--- src/rtl/spsram_fifo_ctrl.sv ---
// FIFO controller driving a single-port synchronous SRAM, with a 2-entry
// output buffer that hides the SRAM's 1-cycle read latency.
module spsram_fifo_ctrl #(
    parameter int BW_DATA = 32,
    parameter int BW_ADDR = 4
) (
    input  logic               i_clk,
    input  logic               i_rstn,
    input  logic               i_push_valid,
    output logic               o_push_ready,
    input  logic [BW_DATA-1:0] i_push_data,
    output logic               o_pop_valid,
    input  logic               i_pop_ready,
    output logic [BW_DATA-1:0] o_pop_data,
    output logic [BW_ADDR+1:0] o_count,
    output logic               o_full,
    output logic               o_empty,
    output logic [BW_DATA-1:0] o_sram_data,
    output logic [BW_ADDR-1:0] o_sram_addr,
    output logic               o_sram_wen,
    output logic               o_sram_cen,
    output logic               o_sram_oen,
    input  logic [BW_DATA-1:0] i_sram_data
);

    localparam int DEPTH = 2 ** BW_ADDR;

    logic [BW_ADDR-1:0] wr_ptr;
    logic [BW_ADDR-1:0] rd_ptr;
    logic [BW_ADDR-1:0] addr_q;
    logic [BW_DATA-1:0] data_q;
    logic [BW_ADDR:0]   mem_cnt;
    logic               rd_pend;
    logic [1:0]         ob_cnt;
    logic [BW_DATA-1:0] ob [2];

    logic       pop_dec;
    logic       rd_go;
    logic       push_go;
    logic [2:0] occ;
    logic [2:0] lim;

    // Status is a function of registered state only.
    assign o_full      = (mem_cnt == (BW_ADDR+1)'(DEPTH));
    assign o_count     = (BW_ADDR+2)'(mem_cnt) + (BW_ADDR+2)'(rd_pend) + (BW_ADDR+2)'(ob_cnt);
    assign o_empty     = (o_count == '0);
    assign o_pop_valid = (ob_cnt != 2'd0);
    assign o_pop_data  = ob[0];

    // A read may be issued only if its data is guaranteed a buffer slot
    // when it returns; a pop this cycle frees one slot.
    always_comb begin
        pop_dec      = o_pop_valid & i_pop_ready;
        occ          = {1'b0, ob_cnt} + {2'b00, rd_pend};
        lim          = 3'd2 + {2'b00, pop_dec};
        rd_go        = (mem_cnt != '0) && (occ < lim);
        o_push_ready = i_rstn && !o_full && !rd_go;
        push_go      = i_push_valid && o_push_ready;
    end

    always_comb begin
        o_sram_cen  = rd_go | push_go;
        o_sram_wen  = push_go;
        o_sram_oen  = rd_go;
        o_sram_addr = addr_q;
        o_sram_data = data_q;
        if (rd_go) begin
            o_sram_addr = rd_ptr;
        end else if (push_go) begin
            o_sram_addr = wr_ptr;
            o_sram_data = i_push_data;
        end
    end

    always_ff @(posedge i_clk or negedge i_rstn) begin
        if (!i_rstn) begin
            wr_ptr  <= '0;
            rd_ptr  <= '0;
            addr_q  <= '0;
            data_q  <= '0;
            mem_cnt <= '0;
            rd_pend <= 1'b0;
        end else begin
            rd_pend <= rd_go;
            if (o_sram_cen) begin
                addr_q <= o_sram_addr;
            end
            if (push_go) begin
                data_q <= i_push_data;
                wr_ptr <= wr_ptr + 1'b1;
            end
            if (rd_go) begin
                rd_ptr <= rd_ptr + 1'b1;
            end
            case ({push_go, rd_go})
                2'b10:   mem_cnt <= mem_cnt + 1'b1;
                2'b01:   mem_cnt <= mem_cnt - 1'b1;
                default: mem_cnt <= mem_cnt;
            endcase
        end
    end

    // Output buffer: ob[0] is the head; returning read data lands at the tail.
    always_ff @(posedge i_clk or negedge i_rstn) begin
        if (!i_rstn) begin
            ob_cnt <= 2'd0;
            ob[0]  <= '0;
            ob[1]  <= '0;
        end else if (rd_pend && pop_dec) begin
            if (ob_cnt == 2'd2) begin
                ob[0] <= ob[1];
                ob[1] <= i_sram_data;
            end else begin
                ob[0] <= i_sram_data;
            end
        end else if (pop_dec) begin
            ob[0]  <= ob[1];
            ob_cnt <= ob_cnt - 2'd1;
        end else if (rd_pend) begin
            if (ob_cnt == 2'd0) begin
                ob[0] <= i_sram_data;
            end else begin
                ob[1] <= i_sram_data;
            end
            ob_cnt <= ob_cnt + 2'd1;
        end
    end

endmodule
--- config.mk ---
export PLATFORM = sky130hd
export DESIGN_NAME = spsram_fifo_ctrl
export DESIGN_NICKNAME = d
export VERILOG_FILES = /design/src/rtl/spsram_fifo_ctrl.sv
export SDC_FILE = /design/constraint.sdc
export NUM_CORES = 1
export LEC_CHECK = 0
export BUFFER_PORTS_ARGS = -buffer_cell sky130_fd_sc_hd__buf_2
export CORE_MARGIN = 3
export CORE_UTILIZATION = 50
export DETAILED_ROUTE_END_ITERATION = 16
export PLACE_DENSITY = 0.76
export SLEW_MARGIN = 15
export SYNTH_ARGS = -nofsm -noshare
export SYNTH_HDL_FRONTEND = slang
export SYNTH_SLANG_ARGS = --single-unit
--- constraint.sdc ---
create_clock -name i_clk -period 8.5 [get_ports i_clk]
set_input_delay 1.7 -clock i_clk [delete_from_list [all_inputs] [get_ports i_clk]]
set_output_delay 1.7 -clock i_clk [all_outputs]
set_load 0.01 [all_outputs]
After elaboration in Yosys (flattened, before gate mapping)

Cells that the tools add are included.

Output and inout bits: 81
Logic and storage cells: 64
Flip-flop bits (word level): 116
Input port bits: 68

Muxes and demuxes: 15
Eq/ne operators: 7
Add/subtract/negate cells: 10
Reduce and logical (&&, ||, !) cells: 19
Bitwise operators: 3
Magnitude comparators: 1

Operators with widths:

| kind                | count |
|---|---|
| $mux 32             | 8 |
| $mux 64             | 2 |
| $pmux 5 s2          | 1 |
| $add 4x1->4 const B | 2 |
| $mux 4              | 2 |
| $reduce_bool 2->1   | 4 |
| $add 5x1->6         | 1 |
| $add 6x2->6         | 1 |
| $logic_not 6->1     | 1 |
| $reduce_bool 3->1   | 2 |
| $add 5x1->5 const B | 1 |
| $eq 5x5->1 const B  | 1 |
| $logic_and 1x1->1   | 5 |
| $reduce_bool 5->1   | 1 |
| $sub 5x1->5 const B | 1 |
| $eq 2x2->1 const B  | 2 |
| $mux 2              | 2 |
| $ne 2x1->1 const B  | 2 |
| $reduce_and 2->1    | 2 |
| $reduce_and 4->1    | 1 |
| $add 2x1->3         | 1 |
| $add 2x1->3 const A | 1 |
| $lt 3x3->1          | 1 |
| $add 2x1->2 const B | 1 |
| 8 further kinds     | 9 |

Depth between registers and ports, before layout

Gate-level depths: netlist of run 1.

Word-level depth: 10
Depth in mapped cells: 15
Depth with buffers taken out: 13

Worst setup path before layout of run 1

No wires, ideal clock.

Path kind: input to output
Start: input port i_pop_ready
End: output port o_sram_cen
Data arrival time: 2.843 ns
Slack: 3.957 ns
Cell stages on the path: 7
Required time: 6.800 ns
Cell sequence: o21ai_1 -> o21a_1 -> o31a_1 -> inv_2 -> buf_2 -> ha_1 -> inv_1

Word-level cells in the longest chain between the ends: 8

Ends and longest elaborated chain:

| item                | RTL line | source |
|---|---|---|
| from (decl)         | 13       | `input logic i_pop_ready,` |
| $and 1x1->1 *       | 53       | `pop_dec = o_pop_valid & i_pop_ready;` |
| $add 2x1->3 *       | 55       | `lim = 3'd2 + {2'b00, pop_dec};` |
| $lt 3x3->1 *        | 56       | `rd_go = (mem_cnt != '0) && (occ < lim);` |
| $logic_and 1x1->1 * | 56       |  |
| $logic_not 1->1     | 57       | `o_push_ready = i_rstn && !o_full && !rd_go;` |
| $logic_and 1x1->1   | 57       |  |
| $logic_and 1x1->1   | 58       | `push_go = i_push_valid && o_push_ready;` |
| $or 1x1->1 *        | 62       | `o_sram_cen = rd_go \| push_go;` |
| to (decl)           | 21       | `output logic o_sram_cen,` |

Mark *: on every way between the ends. The rest lies on a longest branch, timed or not.

Final worst setup path of run 1

Start: input port i_rstn
End: output port o_sram_cen

Word-level cells in the longest chain between the ends: 4

Ends and longest elaborated chain:

| item                            | RTL line | source |
|---|---|---|
| from (decl)                     | 8        | `input logic i_rstn,` |
| $logic_and 1x1->1 (2 in series) | 57       |  |
| $logic_and 1x1->1               | 58       |  |
| $or 1x1->1                      | 62       |  |

No other way between the ends.

==> results of run 1 <==
==> per-stage QoR <==
| stage | total power, uW | util |
|---|---|---|
| after global routing | 3499 | 0.6335 |
| final | 3232 | 0.6335 |
| after floorplan | 2238 | - |
| after detailed placement | 2625 | 0.5830 |
| after CTS | 3265 | 0.6335 |
| after global placement | 2545 | 0.5830 |
==> kinds of logic (layout without fill, tap and decap cells) <==
family | count (synthesis) | count (layout) | synth area share
AOI/OAI and AO/OA | 61 | 61 | 0.06913
xor gates and xnor gates | 17 | 17 | 0.02680
adders and majority gates | 13 | 13 | 0.03197
buffers and inverters | 73 | 201 | 0.07814
DFF | 116 | 116 | 0.5224
muxes | 64 | 64 | 0.1225
and+or+nand+nor | 204 | 204 | 0.1491
==> flip-flops by register name, indices dropped and copies added, names as in the netlist <==
| register | count |
|---|---|
| rd_pend | 1 |
| ob | 32 |
| o_pop_data | 32 |
| rd_ptr | 4 |
| mem_cnt | 5 |
| ob_cnt | 2 |
| data_q | 32 |
| wr_ptr | 4 |
| addr_q | 4 |
==> routing by layer <==
metal | share of wire | routed length [um] | vias to the layer above
met5 | 0 | 0 | -
met4 | 0.0047 | 53 | 0
met3 | 0.066 | 755 | 4
met2 | 0.48 | 5462 | 140
met1 | 0.45 | 5124 | 1926
li1 | - | - | 1998
==> power breakdown <==
part / total, uW / switching, uW / internal [uW] / leakage, uW
logic: 1590 / 889 / 697 / 0.00186
registers: 1020 / 178 / 840 / 0.00141
clock network: 628 / 243 / 385 / 0.000254
==> tightest hold or removal path: cells and delay by family, from the launching register on <==
family           cells  cell delay, ps
DFF                  1             320
and+or+nand+nor      2             120
==> cell type report <==
| cell class | instances | area [um^2] |
|---|---|---|
| Clock buffer | 19 | 421.7 |
| Clock inverter | 13 | 111.4 |
| Fill cell | 875 | 3869 |
| Inverter | 16 | 65.06 |
| Multi-Input combinational cell | 359 | 2235 |
| Sequential cell | 116 | 2903 |
| Tap cell | 136 | 170.2 |
| Timing Repair Buffer | 153 | 780.7 |
==> worst paths after layout <==
path                            start         end  depth (start not counted)  slack (ps)
max in group asynchronous      i_rstn      ob[26]                          2        5970
setup reg to reg            ob_cnt[0]  mem_cnt[4]                         13        4960
hold / removal             data_q[20]  data_q[20]                          2         470
setup / recovery               i_rstn  o_sram_cen                          8        3110
hold reg to reg            data_q[20]  data_q[20]                          2         470
min in group asynchronous      i_rstn       ob[7]                          1        1250
==> cell usage after synthesis, drive strengths merged, types with 2 or more instances <==
master,count
nand2,179
fa,2
o22ai,2
o2bb2ai,3
xor2,4
a31oi,2
nor2b,2
o21ai,38
clkbuf,10
nor2,7
dfrtp,116
a21oi,5
xnor2,13
nand3,4
nor3,3
mux2,32
mux2i,32
inv,16
ha,11
nand4,2
a22oi,5
buf,47
==> results.toml, run 1 <==
[status]
status = "finished, final reports clean"

[timing]
drv_slew = 0
finalSetupTns_ps = 0
setup_viol = 0
holdWs_ps = 469.1
post-route-min-period_ps = 5389
period_share = 0.6340
hold_viol = 0
rsz0062_at_grt = "false"
tightest_slew_ps = 1034
relSlewSlack = 0.3087
fmax_mhz = 185.6
final.setup_skew_ps = 6.384
layout_setup_ws_ps = 3111

[finish]
final_common_cell = "nand2_1"
drive_above_1_share = 0.3254
stdcell_count = 812
fin_nets = 744
area_growth_syn_to_layout_pct = 20.33
final_cell_area_um2 = 6686
antenna_cells = 0
most-common-layout-cells = "nand2_1, buf_2, dfrtp_1"

[critical_path]
setup.worst_path.class = "input pin to primary output"
critical_path_required_ps = 6800
cp-end-kind = "primary output"
max_stage_delay_ps = 550
cp_top_family = "buffers and inverters"
critPathLaunchType = "input pin"
path_buf_inv = 4
crit_chain = "buf_4 -> nand2_1 -> a21oi_1 -> o31a_1 -> inv_2 -> ha_1 -> inv_1 -> buf_2"
arrival_ps = 3690
cp_max_fo = 60
cp_slowest_cell = "buf_4"

[floorplan]
dieArea_um2 = 12410
core-area_um2 = 10560
rows = 37
start_util = 0.5264
boundaryPins = 149
dieHeight_um = 111.4
die_w_um = 111.4

[clocking]
holdBufCountCts = 0
cts_tree = "built"
path_clk_slew_ps = 60
cts-htree-levels = 4
cts_resized = 0
numCtsBuffers = 17
clock_path_buffers = 2
clock-root-buffer = "clkbuf_8"
cts_sinks = 116
cts_setup_buffers = 0
clkLatencyLatePin_ps = 490

[detailed_routing]
drtPass1Iterations = 4
drtIter0Drc = 265
drcViolationCount = 0
post_drt_wl_per_cell_um = 14.03
vias = 4068
ant_nets = 0
via_per_inst = 5.010
wl_um = 11400

[placement]
placed_cell_area_um2 = 6153
place_inst = 780
place_ws_ps = 3093
place.gp.congestion = 0.7802
dp_hpwl_um = 8098
io_buffers = 148

[global_routing]
top_usage_layer = "met2"
antenna_found_initial = 0
grt_pass1_vias = 4166
gr-usage-all-layers = 0.1886
grt_use_met1 = 0.2446
grt_pass1_wl_um = 19360
grt_overflow = 0
met3_usage = 0.04511
grt_use_met2 = 0.3128
grt_max_degree = 65

[pwr]
peakVddDrop_v = 0.0003122
power.density_nw_per_um2 = 483.3
p_leak_uw = 0.003520

[logic_synthesis]
synth_area_leaders = "dfrtp_1, nand2_1, mux2_2"
synth-edff-count = 0
seq_area_frac_synth = 0.5224
synth_area_per_cell_um2 = 10.14
yosysUniqueCellTypes = 43
netlist_area_um2 = 5557
synthFlopType = "dfrtp_1"
ys_ff_latch = 116
synth_top_area_frac = 0.5224
synthesis.nets = 629
synth.largest_area_cell = "dfrtp_1"
synthCells = 548
synth_warnings = 0
synthArstFlopShare = 1.000

[flow_run]
maxCapViolCount = 0

[min_path]
hold_class = "register to register"
(Power assumes the default switching activity.)
==> inputs of run 2 (changes only) <==
==> constraint.sdc (replaced) <==
create_clock -name i_clk -period 5.14 [get_ports i_clk]
set_input_delay 1.028 -clock i_clk [delete_from_list [all_inputs] [get_ports i_clk]]
set_output_delay 1.028 -clock i_clk [all_outputs]
set_load 0.01 [all_outputs]
==> run 2 against run 1 <==
Compared with the run above:
- via count grew 1.4%
- worst hold slack gained 3.5 ps
- clock power grew 97%
- routed wire length shrank 0.86%
- clock skew grew 1.8 ps
- largest power group unchanged
- sequential power grew 65%
- non-clock buffer count grew 1
- critical path depth is the same
- sequential share of layout area shrank 0.69 points
- largest cell class unchanged
- die area is the same
- core utilization grew 1.0 points
- critical path type is now register to primary output
==> results.toml, run 2 (synthesis gave the netlist of run 1 again) <==
[status]
status = "finished, final reports clean"

[clocking]
path_clk_slew_ps = 60
clock_path_buffers = 2
cts_tree = "built"
holdBufCountCts = 0
cts_sinks = 116
cts_setup_buffers = 0
cts_resized = 0
clkLatencyLatePin_ps = 510
numCtsBuffers = 17
clock-root-buffer = "clkbuf_8"
cts-htree-levels = 4

[global_routing]
antenna_found_initial = 0
grt_max_degree = 64
grt_pass1_wl_um = 19240
grt_overflow = 0
grt_pass1_vias = 4136
gr-usage-all-layers = 0.1882

[finish]
area_growth_syn_to_layout_pct = 22.27
most-common-layout-cells = "nand2_1, buf_2, dfrtp_1"
drive_above_1_share = 0.3294
final_common_cell = "nand2_1"
final_cell_area_um2 = 6794
antenna_cells = 0
fin_nets = 745
fillers = 873

[detailed_routing]
drcViolationCount = 0
vias = 4123
drtPass1Iterations = 6
ant_nets = 0
drtIter0Drc = 177
via_per_inst = 5.071
post_drt_wl_per_cell_um = 13.90
wl_um = 11300

[timing]
hold_viol = 0
period_share = 0.7931
final.setup_skew_ps = 8.214
finalSetupTns_ps = 0
drv_slew = 0
rsz0062_at_grt = "false"
relSlewSlack = 0.4770
setup_viol = 0
tightest_slew_ps = 784.5
post-route-min-period_ps = 4076
fmax_mhz = 245.3

[floorplan]
dieArea_um2 = 12410
start_util = 0.5264
rows = 37
core-area_um2 = 10560
dieHeight_um = 111.4
die_w_um = 111.4
boundaryPins = 149

[critical_path]
max_stage_delay_ps = 510
cp_max_fo = 42
setup.worst_path.class = "register to primary output"
path_buf_inv = 3
cp-end-kind = "primary output"
cp_common_cell = "ha_1"
critPathLaunchType = "register"
cp_slowest_cell = "dfrtp_1"
crit_chain = "ha_1 -> ha_1 -> o21a_1 -> o31a_1 -> inv_2 -> ha_1 -> inv_1 -> buf_2"
arrival_ps = 3050
cp_top_family = "adder cells"
reg2reg_slack_ps = 1550
critical_path_required_ps = 4110

[pwr]
p_leak_uw = 0.003581
power.density_nw_per_um2 = 815.4
total_power_uw = 5540
peakVddDrop_v = 0.0004908

[min_path]
hold_class = "register to register"

[placement]
io_buffers = 148
placed_cell_area_um2 = 6161
dp_hpwl_um = 8011
place.gp.congestion = 0.7710

[flow_run]
maxCapViolCount = 0
-- run 2: per-layer routing --
layer	global-route usage	vias to the layer above	routed length [um]
li1	-	2010	-
met1	0.2549	1949	5220
met2	0.2915	151	5148
met3	0.05272	13	776
met4	0.06894	0	153
met5	0	-	0
-- run 2: layout make-up --
cell class	instances	area (um^2)	share of cell area
Sequential cell	116	2903	0.4273
Multi-Input combinational cell	359	2235	0.3289
Timing Repair Buffer	154	788.3	0.1160
Clock buffer	17	414.1	0.06096
Clock inverter	15	219.0	0.03223
Tap cell	136	170.2	0.02505
Inverter	16	65.06	0.009576
-- run 2: worst paths after layout --
path | from | endpoint | cells after the start
max reg2reg | ob_cnt[0] | mem_cnt[4] | 13
max | ob_cnt[0] | o_sram_cen | 8
min | data_q[27] | data_q[27] | 2
min reg2reg | data_q[27] | data_q[27] | 2
max in group asynchronous | i_rstn | o_pop_data[5] | 3
min in group asynchronous | i_rstn | o_pop_data[9] | 2
-- run 2: power by group --
part           switching (uW)  internal, uW
registers                 287          1390
logic                    1470          1150
clock network             443           802
-- run 2: worst register-to-register path, delay by kind of cell (launching register included) --
family | cells | cell delay [ps]
and+or+nand+nor | 2 | 340
adders and majority gates | 4 | 1250
xor gates and xnor gates | 2 | 250
buffers and inverters | 1 | 500
DFF | 1 | 510
AOI/OAI and AO/OA | 4 | 630
-- run 2: stage by stage --
step / util / setup slack (ps) / instances / hold slack (ps)
after floorplan: - / 1825 / 548 / 439.4
after CTS: 0.6437 / 1025 / 813 / 474.1
after global placement: 0.5837 / 1319 / 781 / 451.2
after global routing: 0.6437 / 875.3 / 813 / 492.0
final: 0.6437 / 1064 / 813 / 472.6
after detailed placement: 0.5837 / 1272 / 781 / 460.2
